==> config.mk <==
export PLATFORM = sky130hd
export DESIGN_NAME = led_frame_scheduler
export DESIGN_NICKNAME = d
export VERILOG_FILES = /design/src/rtl/led_pkg.sv /design/src/rtl/pixel_index_map.sv /design/src/rtl/led_frame_scheduler.sv
export SDC_FILE = /design/constraint.sdc
export NUM_CORES = 1
export LEC_CHECK = 0
export ABC_CLOCK_PERIOD_IN_PS = 7180
export CORE_AREA = 2 2 184 186
export CTS_CLUSTER_SIZE = 28
export DETAILED_ROUTE_END_ITERATION = 16
export DIE_AREA = 0 0 186 188
export GPL_TIMING_DRIVEN = 0
export PLACE_DENSITY = 0.71
export RECOVER_POWER = 100
export SYNTH_ARGS = -nofsm -noshare
export SYNTH_HDL_FRONTEND = slang
export SYNTH_SLANG_ARGS = --single-unit
==> constraint.sdc <==
create_clock -name clk -period 7.18 [get_ports clk]
set_clock_uncertainty 0.15 [all_clocks]
set_input_delay 1.436 -clock clk [delete_from_list [all_inputs] [get_ports clk]]
set_output_delay 1.436 -clock clk [all_outputs]
set_load 0.005 [all_outputs]
==> src/rtl/led_pkg.sv <==
// Shared types and panel geometry for the LED frame scheduler.
package led_pkg;
  localparam int MATRIX_W = 16;
  localparam int NUM_PIX  = MATRIX_W * MATRIX_W;

  typedef logic [23:0] grb_t;

  typedef enum logic [1:0] {
    IDLE,
    LATCH,
    STREAM,
    GAP
  } sched_state_t;
endpackage

==> src/rtl/pixel_index_map.sv <==
// Physical LED number to matrix bit index, zero latency; SERPENTINE_EN selects zig-zag wiring.
// Purely combinational, no flow control.
module pixel_index_map
  import led_pkg::*;
(
  input  logic [7:0] k,
  output logic [7:0] idx
);
`ifdef SERPENTINE_EN
  // Odd rows run right-to-left on the panel.
  assign idx = k[4] ? {k[7:4], 4'(MATRIX_W - 1) - k[3:0]} : k;
`else
  assign idx = k;
`endif
endmodule

==> src/rtl/led_frame_scheduler.sv <==
// Frame sequencer: snapshot matrix, stream 24-bit GRB per LED, hold latch gap (SERPENTINE_EN in pixel_index_map).
// Tick -> frame_start +1 -> first pixel +2; pixels advance only on pix_valid&&pix_ready.
module led_frame_scheduler #(
  parameter int          FRAME_CYCLES = 416667,
  parameter int          RESET_CYCLES = 1500,
  parameter int          NUM_PIX      = led_pkg::NUM_PIX,
  parameter logic [23:0] ON_COLOR     = 24'h001000,
  parameter logic [23:0] OFF_COLOR    = 24'h000000
) (
  input  logic         clk,
  input  logic         reset,
  input  logic [255:0] matrix_in,
  input  logic         pix_ready,
  output logic         pix_valid,
  output logic [23:0]  pix_data,
  output logic         pix_last,
  output logic         frame_start,
  output logic         busy,
  output logic [15:0]  frame_count,
  output logic [7:0]   overrun_cnt
);
  import led_pkg::*;

  localparam int TW = $clog2(FRAME_CYCLES);
  localparam int GW = $clog2(RESET_CYCLES + 1);

  sched_state_t                     state;
  logic [TW-1:0]                    timer;
  logic [GW-1:0]                    gap_cnt;
  logic [MATRIX_W*MATRIX_W-1:0]     shadow;
  logic [7:0]                       pix_idx;
  logic                             tick;
  logic                             hs;
  logic [7:0]                       map_k;
  logic [7:0]                       map_idx;
  logic                             map_bit;
  grb_t                             next_color;

  assign tick = (timer == TW'(FRAME_CYCLES - 1));
  assign hs   = pix_valid & pix_ready;

  // In LATCH the shadow is not loaded yet, so pixel 0 is read straight from matrix_in.
  assign map_k      = (state == LATCH) ? 8'd0 : pix_idx + 8'd1;
  assign map_bit    = (state == LATCH) ? matrix_in[map_idx] : shadow[map_idx];
  assign next_color = map_bit ? ON_COLOR : OFF_COLOR;

  pixel_index_map u_map (
    .k   (map_k),
    .idx (map_idx)
  );

  always_ff @(posedge clk) begin
    if (reset) begin
      state       <= IDLE;
      timer       <= '0;
      gap_cnt     <= '0;
      shadow      <= '0;
      pix_idx     <= '0;
      pix_valid   <= 1'b0;
      pix_data    <= '0;
      pix_last    <= 1'b0;
      frame_start <= 1'b0;
      busy        <= 1'b0;
      frame_count <= '0;
      overrun_cnt <= '0;
    end else begin
      frame_start <= 1'b0;
      timer       <= tick ? '0 : timer + 1'b1;
      if (tick && state != IDLE && overrun_cnt != 8'hFF)
        overrun_cnt <= overrun_cnt + 8'd1;

      case (state)
        IDLE: begin
          if (tick) begin
            state       <= LATCH;
            frame_start <= 1'b1;
            busy        <= 1'b1;
          end
        end
        LATCH: begin
          shadow    <= matrix_in;
          pix_idx   <= '0;
          pix_valid <= 1'b1;
          pix_data  <= next_color;
          pix_last  <= (NUM_PIX == 1);
          state     <= STREAM;
        end
        STREAM: begin
          if (hs) begin
            if (pix_last) begin
              pix_valid   <= 1'b0;
              pix_last    <= 1'b0;
              pix_data    <= '0;
              gap_cnt     <= '0;
              frame_count <= frame_count + 16'd1;
              state       <= GAP;
            end else begin
              pix_idx  <= pix_idx + 8'd1;
              pix_data <= next_color;
              pix_last <= ((pix_idx + 8'd1) == 8'(NUM_PIX - 1));
            end
          end
        end
        GAP: begin
          if (gap_cnt == GW'(RESET_CYCLES - 1)) begin
            state <= IDLE;
            busy  <= 1'b0;
          end else begin
            gap_cnt <= gap_cnt + 1'b1;
          end
        end
        default: state <= IDLE;
      endcase
    end
  end
endmodule
==> results of run 1 <==
-- sequential cells by signal, summed over array words and instances (netlist names) --
name and count:
busy 1, frame_count 16, pix_last 1, shadow 256
gap_cnt 11, overrun_cnt 8, pix_idx 8, pix_data 1
timer 19, frame_start 1, state 2, pix_valid 1
-- power by group through the flow --
stage / combinational (mW) / clock, mW / sequential (mW)
CTS: 1.32 / 1.86 / 2.19
finish: 1.32 / 1.84 / 2.19
floorplan: 0.916 / 0 / 2.18
global route: 1.43 / 1.94 / 2.22
detailed placement: 1.31 / 0 / 2.22
global placement: 1.28 / 0 / 2.21
-- through the flow --
stage / setup slack (ns) / hold WS (ns) / util / instances
6_report: 1.826 / 0.3130 / 0.5859 / 2439
5_1_grt: 1.584 / 0.3552 / 0.5859 / 2439
4_1_cts: 2.020 / 0.3170 / 0.5858 / 2437
3_5_place_dp: 2.022 / 0.3034 / 0.5504 / 2375
3_3_place_gp: 2.078 / 0.2917 / 0.5504 / 2375
2_1_floorplan: 3.826 / 0.2797 / - / 1640
-- critical path: cells and delay by family, from the launching register on --
| family | cells | cell delay [ns] |
|---|---|---|
| buffers and inverters | 5 | 2.37 |
| and+or+nand+nor | 1 | 0.56 |
| adders and majority gates | 1 | 0.37 |
| AOI/OAI and AO/OA | 5 | 1.37 |
| DFF | 1 | 0.39 |
-- per-layer routing --
metal  vias up  global-route usage  part of all wire
li1       6277                   -                 -
met1      6218              0.3421              0.41
met3       106             0.07283              0.10
met2       677              0.4405              0.46
met4        12              0.1054             0.032
met5         -                   0            0.0019
-- placed cells by master (no fill, tap or decap), types with 6 or more instances in the layout --
| cell type | n |
|---|---|
| nor2_1 | 335 |
| a211oi_1 | 27 |
| nand2b_1 | 8 |
| nor2b_1 | 12 |
| mux2_2 | 6 |
| conb_1 | 23 |
| nand4_1 | 20 |
| a311oi_1 | 15 |
| buf_2 | 12 |
| nor4_1 | 11 |
| dlygate4sd3_1 | 31 |
| mux2i_1 | 272 |
| nor3_1 | 13 |
| or3_1 | 8 |
| o22ai_1 | 6 |
| mux4_2 | 13 |
| and3_1 | 10 |
| clkbuf_8 | 9 |
| dfxtp_1 | 325 |
| o21ai_1 | 6 |
| buf_4 | 26 |
| and2_1 | 11 |
| a21oi_1 | 39 |
| o21ai_0 | 26 |
| xor2_1 | 35 |
| clkbuf_1 | 99 |
| inv_1 | 7 |
| a31oi_1 | 21 |
| ha_1 | 11 |
| a221oi_1 | 10 |
| clkdlybuf4s50_1 | 256 |
| nand2_1 | 127 |
| clkbuf_16 | 37 |
| nand3_1 | 47 |
| xnor2_1 | 11 |
-- area by class of cell --
type	count	area (um^2)	area share
Antenna cell	2	5.005	0.0002580
Inverter	9	33.78	0.001741
Timing Repair Buffer	287	2873	0.1481
Clock inverter	8	92.59	0.004772
Clock buffer	54	1080	0.05566
Tap cell	448	560.5	0.02889
Buffer	134	615.6	0.03173
Sequential cell	325	6506	0.3354
Multi-Input combinational cell	1172	7635	0.3935
-- worst max-delay path by stage --
stage | from | endpoint | slack (ns)
after floorplan | pix_idx[0] | pix_data[12] | 3.83
after global placement | pix_idx[0] | pix_data[12] | 2.08
after detailed placement | pix_idx[0] | pix_data[12] | 2.02
after CTS | pix_idx[0] | pix_data[12] | 2.02
after global routing | pix_idx[0] | pix_data[12] | 1.58
final | pix_idx[0] | pix_data[12] | 1.83
-- cell families after synthesis --
logic type,Yosys count,share of synthesized area
buf+inv,143,0.04423
other cells,1,0.0002549
xor+xnor,49,0.03071
simple gates,622,0.1833
compound gates,175,0.07945
flops,325,0.4423
fa+ha+maj,11,0.009357
mux,292,0.2104
==> impl_metrics.env, run 1 <==
export IMPL_grt_max_degree=14
export IMPL_r2r_start="pix_idx[0]"
export IMPL_hold_viol=0
export IMPL_port_buffers=287
export IMPL_hold_end="timer[0]"
export IMPL_total_power_mw=5.359
export IMPL_synth_area_leaders="dfxtp_1 (44%), mux2i_1 (19%), nor2_1 (8.5%)"
export IMPL_r2r_cells=12
export IMPL_whs_path_depth=1
export IMPL_maxCapViolCount=0
export IMPL_pwr_share_clk=0.344
export IMPL_avgSynthCellArea_um2=9.091
export IMPL_h_tree_depth=2
export IMPL_cts_buffers=36
export IMPL_synth_main_ff_cell="dfxtp_1"
export IMPL_cts_repair_resized=0
export IMPL_fp_dieW_um=186
export IMPL_status="finished, final reports clean"
export IMPL_drtAntennaViolNets=0
export IMPL_ys_seq_area_frac=0.4423
export IMPL_cts_tree="done"
export IMPL_clk_latency_ns=0.52
export IMPL_hp_start="timer[0]"
export IMPL_swShare=0.2930
export IMPL_clk_pin_slew_worst_paths_ns=0.06
export IMPL_r2r_end="pix_data[12]"
export IMPL_grt_use_total=0.2714
export IMPL_fin_crit_sh=0.7456
export IMPL_syn_instance_count=1618
export IMPL_worstHoldPathType="register to register"
export IMPL_viasPerCell=5.449
export IMPL_switchingPower_mw=1.570
export IMPL_cp_common_cell="clkbuf_1"
export IMPL_route_detailed_drc=0
export IMPL_combPwrFrac=0.247
export IMPL_routed_wl_um=48270
export IMPL_rrSetupSlack_ns=1.83
export IMPL_clock_sinks=325
export IMPL_ys_types=61
export IMPL_synth_most_common_cell="nor2_1"
export IMPL_ir_drop_mv=0.1828
export IMPL_ios=311
export IMPL_syn_cell_area_um2=14710
export IMPL_max_slew_worst_pin_slew_ns=1.377
export IMPL_cp_slowest_cell="clkbuf_1"
export IMPL_yosysWarnings=0
export IMPL_cts_root_buf="clkbuf_16"
export IMPL_overflow=0
export IMPL_dpl_cell_area_um2=18230
export IMPL_clock_path_buffers=3
export IMPL_drt_iter0_drc=1056
export IMPL_critPathMaxFanout=10
export IMPL_gp_congestion=0.9191
export IMPL_seq_power_share=0.409
export IMPL_rsz0062_at_grt="no"
export IMPL_crit_path_max_incr_delay_ns=0.73
export IMPL_num_nets_final=2235
export IMPL_startpoint_type="register"
export IMPL_path_cells="inv_2, clkbuf_1, clkbuf_1, ha_1, clkbuf_1, nor2_1, clkbuf_1, a21oi_1, a221oi_1, o21ai_0, a2111oi_0, o41ai_2"
export IMPL_area_delta_synth_final_pct=31.90
export IMPL_power_leakage_nw=6.819
export IMPL_yosysTopAreaCell="dfxtp_1"
export IMPL_worst_ep_required_time_ns=7.42
export IMPL_vias=13290
export IMPL_start_util=0.4442
export IMPL_netlist_top_cells_count="nor2_1 (335), dfxtp_1 (325), mux2i_1 (272)"
export IMPL_fmax_ghz=0.1868
export IMPL_nFillCells=2898
export IMPL_power_internal_mw=3.789
export IMPL_setup_violations=0
export IMPL_firstDrtPassIters=7
export IMPL_end_kind="register"
export IMPL_final_area_um2=19400
export IMPL_p_per_area_nw_per_um2=276.2
export IMPL_synth_seq_cells=325
export IMPL_fin_crit_ns=5.354
export IMPL_arrival_ns=5.59
export IMPL_setup_tns_final_ns=0
export IMPL_slew_violations=0
export IMPL_die_area_um2=34970
export IMPL_async_reset_ff_frac=0
export IMPL_layout_drive_gt1_share=0.06033
export IMPL_die_h_um=188
export IMPL_cts_hold_buffers_added=0
export IMPL_grt_pass1_wl_um=72510
export IMPL_grt_pass1_vias=12820
export IMPL_critPathKind="register to register"
export IMPL_synth_edf_count=0
export IMPL_wl_per_cell_um=19.79
export IMPL_hpwlAfterDp_um=35750
export IMPL_antenna_found_initial=9
export IMPL_maxSlewHeadroom=0.05581
export IMPL_post_cts_buffers=0
export IMPL_synth_top_cell_area_share=0.4423
export IMPL_placementRows=67
export IMPL_core_um2=33110
No activity file was read; power rests on OpenSTA's default activity.
==> inputs of run 2 (changes only) <==
--- a/config.mk
+++ b/config.mk
@@ -5,7 +5,7 @@
 export SDC_FILE = /design/constraint.sdc
 export NUM_CORES = 1
 export LEC_CHECK = 0
-export ABC_CLOCK_PERIOD_IN_PS = 7180
+export ABC_CLOCK_PERIOD_IN_PS = 5200
 export CORE_AREA = 2 2 184 186
 export CTS_CLUSTER_SIZE = 28
 export DETAILED_ROUTE_END_ITERATION = 16
==> constraint.sdc (replaced) <==
create_clock -name clk -period 5.2 [get_ports clk]
set_clock_uncertainty 0.15 [all_clocks]
set_input_delay 1.04 -clock clk [delete_from_list [all_inputs] [get_ports clk]]
set_output_delay 1.04 -clock clk [all_outputs]
set_load 0.005 [all_outputs]
==> run 2 against run 1 <==
Non-clock buffer count down 1; worst hold slack barely moved; final area is essentially flat; routed wire length decreased by 0.27%; combinational power rose by 38%; via count down 0.68%; register-to-register slack got worse by 1.6 ns; first-iteration DRC count grew 4.3%; utilization about the same; highest routed layer unchanged.
==> impl_metrics.env, run 2 (synthesis results as in run 1) <==
export IMPL_status="finished, final reports clean"
export IMPL_rsz0062_at_grt="no"
export IMPL_r2r_start="pix_idx[0]"
export IMPL_setup_tns_final_ns=0
export IMPL_power_leakage_nw=6.823
export IMPL_startpoint_type="register"
export IMPL_worstHoldPathType="register to register"
export IMPL_cts_root_buf="clkbuf_16"
export IMPL_r2r_end="pix_data[12]"
export IMPL_fp_dieW_um=186
export IMPL_clock_sinks=325
export IMPL_die_h_um=188
export IMPL_critPathTopFamily="buffers and inverters"
export IMPL_clk_latency_ns=0.52
export IMPL_maxSlewHeadroom=0.05942
export IMPL_critPathKind="register to register"
export IMPL_clk_pin_slew_worst_paths_ns=0.06
export IMPL_switchingPower_mw=2.168
export IMPL_firstDrtPassIters=5
export IMPL_layout_drive_gt1_share=0.06087
export IMPL_slew_violations=0
export IMPL_grt_use_total=0.2714
export IMPL_clock_path_buffers=3
export IMPL_nFillCells=2899
export IMPL_end_kind="register"
export IMPL_vias=13200
export IMPL_drt_iter0_drc=1101
export IMPL_pwr_share_clk=0.345
export IMPL_start_util=0.4442
export IMPL_p_per_area_nw_per_um2=381.4
export IMPL_overflow=0
export IMPL_grt_pass1_wl_um=72510
export IMPL_arrival_ns=5.21
export IMPL_hpwlAfterDp_um=35750
export IMPL_setup_violations=0
export IMPL_viasPerCell=5.414
export IMPL_h_tree_depth=2
export IMPL_largest_register="shadow"
export IMPL_final_common_cell="nor2_1"
export IMPL_largest_register_ffs=256
export IMPL_cp_startpoint="pix_idx[0]"
export IMPL_core_um2=33110
export IMPL_stdcell_count=2438
export IMPL_crit_buf_inv=4
export IMPL_ir_drop_mv=0.2530
export IMPL_die_area_um2=34970
export IMPL_cts_buffers=36
export IMPL_crit_path_max_incr_delay_ns=0.61
export IMPL_fin_crit_sh=0.9560
export IMPL_crit_cells=13
export IMPL_max_slew_worst_pin_slew_ns=1.372
export IMPL_fin_crit_ns=4.971
export IMPL_grt_max_degree=14
export IMPL_worst_ep_required_time_ns=5.44
export IMPL_ios=311
export IMPL_port_buffers=287
export IMPL_seq_power_share=0.409
export IMPL_antenna_found_initial=9
export IMPL_area_delta_synth_final_pct=31.89
export IMPL_crit_end="pix_data[12]"
export IMPL_mostFrequentLayoutCells="nor2_1 (335), dfxtp_1 (325), mux2i_1 (272)"
export IMPL_grt_pass1_vias=12820
export IMPL_critPathMaxFanout=10
export IMPL_cp_common_cell="clkbuf_1"
export IMPL_num_nets_final=2234
export IMPL_cts_tree="done"
export IMPL_path_cells="inv_1, clkbuf_1, clkbuf_2, ha_1, clkbuf_1, nor2_1, nand2_1, a221oi_1, a211o_1, o22ai_1, a221o_1, a211oi_1, o41ai_2"
export IMPL_drtAntennaViolNets=0
export IMPL_combPwrFrac=0.246
export IMPL_reg_largest_list="shadow x256, timer x19, frame_count x16"
export IMPL_gp_congestion=0.9191
export IMPL_route_detailed_drc=0
export IMPL_dp_cells=2375
export IMPL_swShare=0.2930
export IMPL_fmax_ghz=0.2012
export IMPL_placementRows=67
export IMPL_power_internal_mw=5.231
export IMPL_rrSetupSlack_ns=0.23
export IMPL_routed_wl_um=48140
export IMPL_wl_per_cell_um=19.75
export IMPL_cp_slowest_cell="clkbuf_1"
export IMPL_maxCapViolCount=0
export IMPL_hold_viol=0
export IMPL_post_cts_buffers=0
export IMPL_r2r_cells=13
## run 2: cell count changes in the layout (fill, tap and decap cells not counted)
cell,before,now
clkbuf_1,99,96
clkbuf_2,0,2
and2_0,0,1
and2_1,11,10
inv_1,7,8
inv_2,2,1
o21ai_0,26,25
o21ai_1,6,7
## run 2: per-stage QoR
stage / total power [mW] / area, um^2 / worst slack (ns) / utilization / hold WS [ns]
CTS: 7.413 / 19400 / 0.04033 / 0.5858 / 0.3170
floorplan: 4.270 / 14790 / 1.846 / - / 0.2797
global placement: 4.824 / 18230 / 0.09754 / 0.5504 / 0.2917
finish: 7.399 / 19400 / 0.2290 / 0.5859 / 0.3130
global route: 7.712 / 19400 / 0.1085 / 0.5859 / 0.3552
detailed placement: 4.879 / 18230 / 0.04178 / 0.5504 / 0.3034
## run 2: final cells by class
class	instances	area, um^2	area share
antenna	2	5.005	0.0002580
clock inverter	8	92.59	0.004773
inverter	9	33.78	0.001741
buffer	133	614.3	0.03167
sequential	325	6506	0.3354
multi-input combinational	1172	7635	0.3935
timing repair buffer	287	2873	0.1481
clock buffer	54	1080	0.05566
tap	448	560.5	0.02889
## run 2: worst min path at each step
stage | start | endpoint | slack [ns] | depth (start not counted)
after global routing | shadow[0] | shadow[0] | 0.36 | 2
final | timer[0] | timer[0] | 0.31 | 1
after detailed placement | timer[0] | timer[0] | 0.30 | 1
after CTS | timer[0] | timer[0] | 0.32 | 1
after global placement | timer[0] | timer[0] | 0.29 | 1
after floorplan | timer[0] | timer[0] | 0.28 | 1
## run 2: power by group through the flow
stage	Clock, mW	Combinational (mW)	Sequential [mW]
2_1_floorplan	0	1.26	3.01
3_3_place_gp	0	1.77	3.06
3_5_place_dp	0	1.81	3.07
4_1_cts	2.57	1.82	3.02
5_1_grt	2.68	1.97	3.06
6_report	2.55	1.82	3.03
## run 2: what timing repair did
| action | CTS | global route |
|---|---|---|
| endpoints found under the hold margin | 0 | 0 |
| hold buffers | 0 | 0 |
| gates resized for setup | 0 | 4 |
| setup endpoints to repair | 0 | 1 |
## run 2: per-layer routing
metal,wire length [um],track usage,vias to the layer above,part of all wire
met5,90,0,-,0.0019
met4,1741,0.1054,12,0.036
met3,4690,0.07283,118,0.097
met2,21820,0.4405,597,0.45
met1,19800,0.3421,6197,0.41
li1,-,-,6276,-
==> inputs of run 3 (changes only) <==
--- a/config.mk
+++ b/config.mk
@@ -11,7 +11,7 @@
 export DETAILED_ROUTE_END_ITERATION = 16
 export DIE_AREA = 0 0 186 188
 export GPL_TIMING_DRIVEN = 0
-export PLACE_DENSITY = 0.71
+export PLACE_DENSITY = 0.74
 export RECOVER_POWER = 100
 export SYNTH_ARGS = -nofsm -noshare
 export SYNTH_HDL_FRONTEND = slang
==> run 3 against run 2 <==
Via count is 0.73% higher; worst hold slack about the same; fmax down 3.4%; critical path depth did not move; sequential share of layout area shrank 0.065 points; utilization is 0.11 points higher; first-iteration DRC count down 8.0%; register-to-register slack lost 0.17 ns; power grew 0.85%; routed wire length increased by 0.78%; clock power up 2%.
==> impl_metrics.env, run 3 (synthesis results as in run 1) <==
export IMPL_status="finished, final reports clean"
export IMPL_fmax_ghz=0.1944
export IMPL_die_area_um2=34970
export IMPL_maxSlewHeadroom=0.09497
export IMPL_largest_register_ffs=256
export IMPL_utilization=0.5870
export IMPL_crit_path_max_incr_delay_ns=0.65
export IMPL_viasPerCell=5.440
export IMPL_clk_pin_slew_worst_paths_ns=0.06
export IMPL_clock_path_buffers=3
export IMPL_largest_register="shadow"
export IMPL_port_buffers=287
export IMPL_critPathTopFamily="buffers and inverters"
export IMPL_hpwlAfterDp_um=35950
export IMPL_critPathMaxFanout=10
export IMPL_path_cells="inv_2, clkbuf_1, clkbuf_2, ha_1, clkbuf_1, nor2_1, nand2_1, a221oi_1, a211o_1, o22ai_1, a221o_1, a211oi_1, o41ai_2"
export IMPL_drtAntennaViolNets=0
export IMPL_hold_viol=0
export IMPL_cp_common_cell="clkbuf_1"
export IMPL_gp_congestion=0.9267
export IMPL_grt_max_degree=14
export IMPL_ios=311
export IMPL_end_kind="register"
export IMPL_mostFrequentLayoutCells="nor2_1 (335), dfxtp_1 (325), mux2i_1 (272)"
export IMPL_wl_per_cell_um=19.85
export IMPL_fin_crit_ns=5.144
export IMPL_max_slew_worst_pin_slew_ns=1.320
export IMPL_swShare=0.2956
export IMPL_h_tree_depth=2
export IMPL_setup_violations=0
export IMPL_post_cts_buffers=0
export IMPL_routed_wl_um=48520
export IMPL_power_internal_mw=5.257
export IMPL_num_nets_final=2235
export IMPL_fp_dieW_um=186
export IMPL_power_leakage_nw=6.836
export IMPL_arrival_ns=5.39
export IMPL_seq_power_share=0.406
export IMPL_clock_sinks=325
export IMPL_core_um2=33110
export IMPL_start_util=0.4442
export IMPL_fin_crit_sh=0.9893
export IMPL_ir_drop_mv=0.2798
export IMPL_worst_ep_required_time_ns=5.44
export IMPL_vias=13300
export IMPL_reg_largest_list="shadow x256, timer x19, frame_count x16"
export IMPL_clk_latency_ns=0.52
export IMPL_setup_tns_final_ns=0
export IMPL_combPwrFrac=0.245
export IMPL_cts_root_buf="clkbuf_16"
export IMPL_maxCapViolCount=0
export IMPL_rsz0062_at_grt="no"
export IMPL_grt_pass1_wl_um=73340
export IMPL_grt_pass1_vias=13100
export IMPL_crit_buf_inv=4
export IMPL_drt_iter0_drc=1013
export IMPL_p_per_area_nw_per_um2=383.9
export IMPL_critPathKind="register to register"
export IMPL_cts_hold_buffers_added=0
export IMPL_switchingPower_mw=2.205
export IMPL_pwr_share_clk=0.349
export IMPL_route_detailed_drc=0
export IMPL_nFillCells=2837
export IMPL_placementRows=67
export IMPL_layout_drive_gt1_share=0.06175
export IMPL_worstHoldPathType="register to register"
export IMPL_firstDrtPassIters=5
export IMPL_antenna_found_initial=3
export IMPL_overflow=0
export IMPL_die_h_um=188
export IMPL_startpoint_type="register"
export IMPL_cts_buffers=36
export IMPL_grt_use_total=0.2737
export IMPL_final_common_cell="nor2_1"
export IMPL_area_delta_synth_final_pct=32.15
export IMPL_cp_slowest_cell="clkbuf_1"
export IMPL_slew_violations=0
export IMPL_cts_tree="done"
run 3: area by class of cell:
cell class	instances	area, um^2	share of cell area
antenna	4	10.01	0.0005150
timing repair buffer	287	2873	0.1478
clock buffer	56	1097	0.05645
multi-input combinational	1172	7635	0.3928
inverter	9	33.78	0.001738
clock inverter	9	105.1	0.005407
tap	448	560.5	0.02884
sequential	325	6506	0.3347
buffer	134	616.8	0.03173
run 3: final timing paths:
path / slack [ns] / cells after the start / startpoint / to
worst min register to register: 0.31 / 1 / timer[0] / timer[0]
worst min-delay path: 0.31 / 1 / timer[0] / timer[0]
worst max register to register: 0.06 / 13 / pix_idx[0] / pix_data[12]
worst max-delay path: 0.06 / 13 / pix_idx[0] / pix_data[12]
run 3: through the flow:
| stage | worst slack, ns | instances | total power, mW | cell area [um^2] | hold slack (ns) |
|---|---|---|---|---|---|
| detailed placement | 0.06217 | 2375 | 4.878 | 18230 | 0.3035 |
| global route | 0.03841 | 2442 | 7.754 | 19430 | 0.3347 |
| floorplan | 1.846 | 1640 | 4.270 | 14790 | 0.2797 |
| global placement | 0.1258 | 2375 | 4.817 | 18230 | 0.2902 |
| finish | 0.05585 | 2444 | 7.462 | 19440 | 0.3129 |
| CTS | 0.07137 | 2440 | 7.454 | 19430 | 0.3150 |
run 3: power groups by stage:
stage / logic (mW) / clock network (mW) / registers (mW)
floorplan: 1.26 / 0 / 3.01
global placement: 1.76 / 0 / 3.06
detailed placement: 1.81 / 0 / 3.07
CTS: 1.82 / 2.61 / 3.02
global route: 1.98 / 2.71 / 3.06
finish: 1.83 / 2.60 / 3.03
run 3: routing by layer:
layer / wire length [um] / GRT usage / up-vias / share of wire
met5: 13 / 0 / - / 0.00027
met2: 21920 / 0.4374 / 651 / 0.45
met3: 4987 / 0.07982 / 112 / 0.10
li1: - / - / 6276 / -
met4: 1982 / 0.1169 / 2 / 0.041
met1: 19620 / 0.3427 / 6255 / 0.40
run 3: timing repair:
action | 4_1_cts | 5_1_grt
setup endpoints to repair | 0 | 1
hold endpoints to repair | 0 | 0
resized for setup | 0 | 2
